$ cat config.mk
export PLATFORM = sky130hd
export DESIGN_NAME = piso_serializer
export DESIGN_NICKNAME = d
export VERILOG_FILES = /design/src/rtl/piso_serializer_pkg.sv /design/src/rtl/piso_serializer.sv
export SDC_FILE = /design/constraint.sdc
export NUM_CORES = 1
export LEC_CHECK = 0
export ABC_AREA = 1
export CAP_MARGIN = 15
export CORE_AREA = 8 8 45 47
export CTS_BUF_LIST = sky130_fd_sc_hd__clkbuf_8 sky130_fd_sc_hd__clkbuf_16
export DETAILED_ROUTE_END_ITERATION = 12
export DIE_AREA = 0 0 53 55
export SYNTH_ARGS = -nofsm -noshare
export SYNTH_HDL_FRONTEND = slang
export SYNTH_SLANG_ARGS = --single-unit
$ cat constraint.sdc
create_clock -name Clock -period 1.2 [get_ports Clock]
set_input_delay 0.36 -clock Clock [delete_from_list [all_inputs] [get_ports Clock]]
set_output_delay 0.36 -clock Clock [all_outputs]
set_load 0.05 [all_outputs]
$ cat src/rtl/piso_serializer_pkg.sv
// Shared types and helpers for the parallel-in/serial-out serializer.
// Holds the FSM state encoding, the minimum legal width and the counter width helper.
package piso_pkg;

   typedef enum logic [1:0] {
      IDLE  = 2'd0,
      SHIFT = 2'd1,
      DONE  = 2'd2
   } state_t;

   localparam int PISO_MIN_WIDTH = 2;

   function automatic int cnt_width(input int n);
      return $clog2(n + 1);
   endfunction

endpackage

$ cat src/rtl/piso_serializer.sv
// Parallel-in/serial-out shifter: captures a word on Load and sends it MSB-first, one bit per enabled cycle.
// Optional even-parity trailer bit when PISO_SERIALIZER_PARITY_EN is defined.
module piso_serializer
   import piso_pkg::*;
#(
   parameter int WIDTH = 4
) (
   input  logic             Clock,
   input  logic             Clear,
   input  logic             Load,
   input  logic [WIDTH-1:0] ParallelIn,
   input  logic             Enable,
   output logic             SerialOut,
   output logic             Busy,
   output logic             Done
);

`ifdef PISO_SERIALIZER_PARITY_EN
   localparam int NBITS = WIDTH + 1;
`else
   localparam int NBITS = WIDTH;
`endif
   localparam int CW = cnt_width(NBITS);
   localparam logic [CW-1:0] LAST_COUNT = CW'(NBITS);

   generate
      if (WIDTH < PISO_MIN_WIDTH) begin : gWidthCheck
         $error("piso_serializer: WIDTH must be at least PISO_MIN_WIDTH");
      end
   endgenerate

   state_t           state, stateNext;
   logic [WIDTH-1:0] shreg, shregNext;
   logic [CW-1:0]    count, countNext;
   logic             serialNext, busyNext, doneNext;

`ifdef PISO_SERIALIZER_PARITY_EN
   localparam logic [CW-1:0] DATA_END = CW'(WIDTH);
   logic             parity, parityNext;
`endif

   // Next-state and next-output logic; every register update is decided here.
   always_comb begin
      stateNext  = state;
      shregNext  = shreg;
      countNext  = count;
      serialNext = SerialOut;
      busyNext   = Busy;
      doneNext   = 1'b0;
`ifdef PISO_SERIALIZER_PARITY_EN
      parityNext = parity;
`endif
      case (state)
         IDLE, DONE: begin
            stateNext  = IDLE;
            serialNext = 1'b0;
            busyNext   = 1'b0;
            if (Load) begin
               stateNext  = SHIFT;
               serialNext = ParallelIn[WIDTH-1];
               shregNext  = ParallelIn << 1;
               countNext  = CW'(1);
               busyNext   = 1'b1;
`ifdef PISO_SERIALIZER_PARITY_EN
               parityNext = ^ParallelIn;
`endif
            end
         end
         SHIFT: begin
            if (Enable) begin
               if (count < LAST_COUNT) begin
`ifdef PISO_SERIALIZER_PARITY_EN
                  serialNext = (count == DATA_END) ? parity : shreg[WIDTH-1];
`else
                  serialNext = shreg[WIDTH-1];
`endif
                  shregNext  = shreg << 1;
                  countNext  = count + CW'(1);
               end else begin
                  stateNext  = DONE;
                  serialNext = 1'b0;
                  busyNext   = 1'b0;
                  doneNext   = 1'b1;
               end
            end
         end
         default: begin
            stateNext  = IDLE;
            serialNext = 1'b0;
            busyNext   = 1'b0;
         end
      endcase
   end

   // State and output registers; Clear drops any frame in flight.
   always_ff @(posedge Clock) begin
      if (Clear) begin
         state     <= IDLE;
         shreg     <= '0;
         count     <= '0;
         SerialOut <= 1'b0;
         Busy      <= 1'b0;
         Done      <= 1'b0;
`ifdef PISO_SERIALIZER_PARITY_EN
         parity    <= 1'b0;
`endif
      end else begin
         state     <= stateNext;
         shreg     <= shregNext;
         count     <= countNext;
         SerialOut <= serialNext;
         Busy      <= busyNext;
         Done      <= doneNext;
`ifdef PISO_SERIALIZER_PARITY_EN
         parity    <= parityNext;
`endif
      end
   end

endmodule

==> reports/results.ini <==
[setup_path]
cpLargestDelayFamily=flip-flops
slowest_stage=dfxtp_1
slowest_delay_ns=0.38
worstPathMaxFanout=2
worstSetupStartpoint=Busy$_SDFFE_PP0P_
cp.arrival_ns=0.78
crit_buf_inv=1
endpoint_kind=output port
startpoint_type=flop
critical_path_class=reg2out
required_ns=0.84
cp_cell_sequence=buf_12
r2r_start=state[0]$_SDFFE_PP0P_

[cells_and_area]
seq_area_um2=220
fin_area_um2=764
fin_util_pct=55.2
multi_input_area_um2=260
drive_gt1_share_pct=28.7
syn_to_final_growth_pct=51.2
diodes=0
final.fill_count=119
nNetsFinal=97

[power_and_ir_drop]
comb_power_share_pct=23.4
switching_share_pct=28.4
p_total_uw=1030
p_sw_uw=292
seqPwrFrac_pct=40.9
power_density_nw_per_um2=1340
p_leak_uw=0.000357
peakVddDrop_mv=0.678
clock_power_share_pct=35.6
power.internal_uw=734

[floorplan]
rows=14
pin_count=11
fp.dieArea_um2=2920
die_h_um=55
start_util_pct=36.5
die_w_um=53
core-area_um2=1380

[global_route]
grt_first_pass_wirelength_mm=1.82
grt.total_usage_pct=8.57
antenna_found_initial=0
grt-ovfl-total=0
grt_pass1_vias=448
grt_max_degree=8

[yosys]
ys_types=19
synth-seq-cells=11
seq_area_frac_synth_pct=43.6
synth_nets=77
ys_warn_count=0
syn-cell-area_um2=505
syn_inst=68
avgSynthCellArea_um2=7.43

[sta]
period_minus_slack_ns=1.14
hold_viol_final=0
period_share_pct=94.8
finalSetupViolations=0
maxSlewViolCount=0
relSlewSlack_pct=82.7
setup-tns-final_ns=0
clock.fmax_mhz=879
rsz0062_at_grt=no
finalClockSkew_ns=0.00235
tightest_slew_ns=0.258

[routing]
vias=459
drc=0
route.final.wire_length_mm=1.07
detail_route.wl_per_cell_um=10.4
drt_iter0_markers=2
drtPass1Iterations=3
via_per_inst=4.46
ant_nets=0

[placement]
io_buffer_count=10
dp_hpwl_um=807
placed_area_um2=673
gp_routability_congestion=0.791

[clock_network]
clk_pin_slew_worst_paths_ns=0.05
clock_path_buffers=2
clock_latency_ns=0.24
cts_tree=done
cts_made_buffers=3
htree_levels=1
cts_sinks=11
cts_root_buf=clkbuf_8

[run]
maxCapViolCount=0

[hold_path]
min_path_type=reg2reg
hp-start=count[0]$_SDFFE_PP0P_

[status]
status=completed

state kept, by name, summed over array words and instances, names as in the netlist:
signal and flops:
SerialOut 1, state 2, shreg 3, Done 1, Busy 1, count 3
path summary, 6_finish.rpt:
kind,end,cells past startpoint,slack (ns)
min reg2reg,count[0]$_SDFFE_PP0P_,2,0.46
min,count[0]$_SDFFE_PP0P_,2,0.46
max,Busy,1,0.06
max reg2reg,Busy$_SDFFE_PP0P_,6,0.12
layer usage:
| layer | wire length, um | GRT usage [%] |
|---|---|---|
| met2 | 451 | 11.7 |
| met1 | 506 | 10.2 |
| met4 | 29 | 7.76 |
| met5 | 0 | 0 |
| met3 | 80 | 3.21 |
cell usage after synthesis:
cell type	count	area, um2
a21oi_1	5	25.0
a21oi_2	1	8.76
a31oi_1	1	6.26
clkbuf_2	1	5.00
clkinv_2	1	5.00
dfxtp_1	11	220
ha_1	1	12.5
inv_1	9	33.8
nand2_1	17	63.8
nand2_2	4	25.0
nand3_1	1	5.00
nand3_2	1	10.0
nand3_4	1	17.5
nand4_1	3	18.8
nor2_1	6	22.5
nor3_1	2	10.0
o21ai_0	1	5.00
o21ai_1	1	5.00
or2_1	1	6.26
power by group through the flow:
stage               clock [uW]  combinational, uW  sequential, uW
floorplan                    0                110             447
global placement             0                221             426
detailed placement           0                220             426
CTS                        380                226             419
global route               393                268             424
finish                     366                241             420
kinds of logic (layout without fill, tap and decap cells):
kind of cell	Yosys count	count (layout)	share of synthesized area [%]
AO/OA/AOI/OAI	9	9	9.90
AND/OR/NAND/NOR	36	36	35.4
buffers and inverters	11	30	8.66
flip-flops	11	11	43.6
adder cells (fa/ha/maj)	1	1	2.47
metrics by stage:
stage,setup slack (ns),hold slack [ns],std cells
6_report,0.0626,0.460,103
5_1_grt,0.0198,0.489,103
4_1_cts,0.0150,0.461,100
3_5_place_dp,-0.294,0.454,96
3_3_place_gp,-0.297,0.450,96
2_1_floorplan,0.223,0.439,68
cell type report:
class,instances,area share [%]
flip-flops and latches,11,28.8
clock buffers,3,5.40
well taps,16,2.62
repair buffers,16,23.6
multi-input cells,46,34.0
clock inverters,1,0.491
inverters,10,5.07
placed cells by master (no fill, tap or decap), types with 2 or more instances in the layout:
master	netlist	final
nand2_1	17	16
dfxtp_1	11	11
inv_1	9	9
buf_4	0	6
nand2_2	4	5
nor2_1	6	5
clkdlybuf4s50_1	0	5
a21oi_1	5	4
nand4_1	3	3
clkbuf_8	0	3
buf_12	0	3
nand3_4	1	2
a21oi_2	1	2
nor3_1	2	2
dlymetal6s2s_1	0	2
what timing repair did:
| item | in CTS | in global routing |
|---|---|---|
| pin swaps | 1 | 2 |
| cloned | 0 | 0 |
| resized for setup | 1 | 7 |
| setup buffers | 0 | 3 |
| endpoints found under the setup margin | 5 | 7 |
| hold buffers | 0 | 0 |
(Power assumes the default switching activity.)
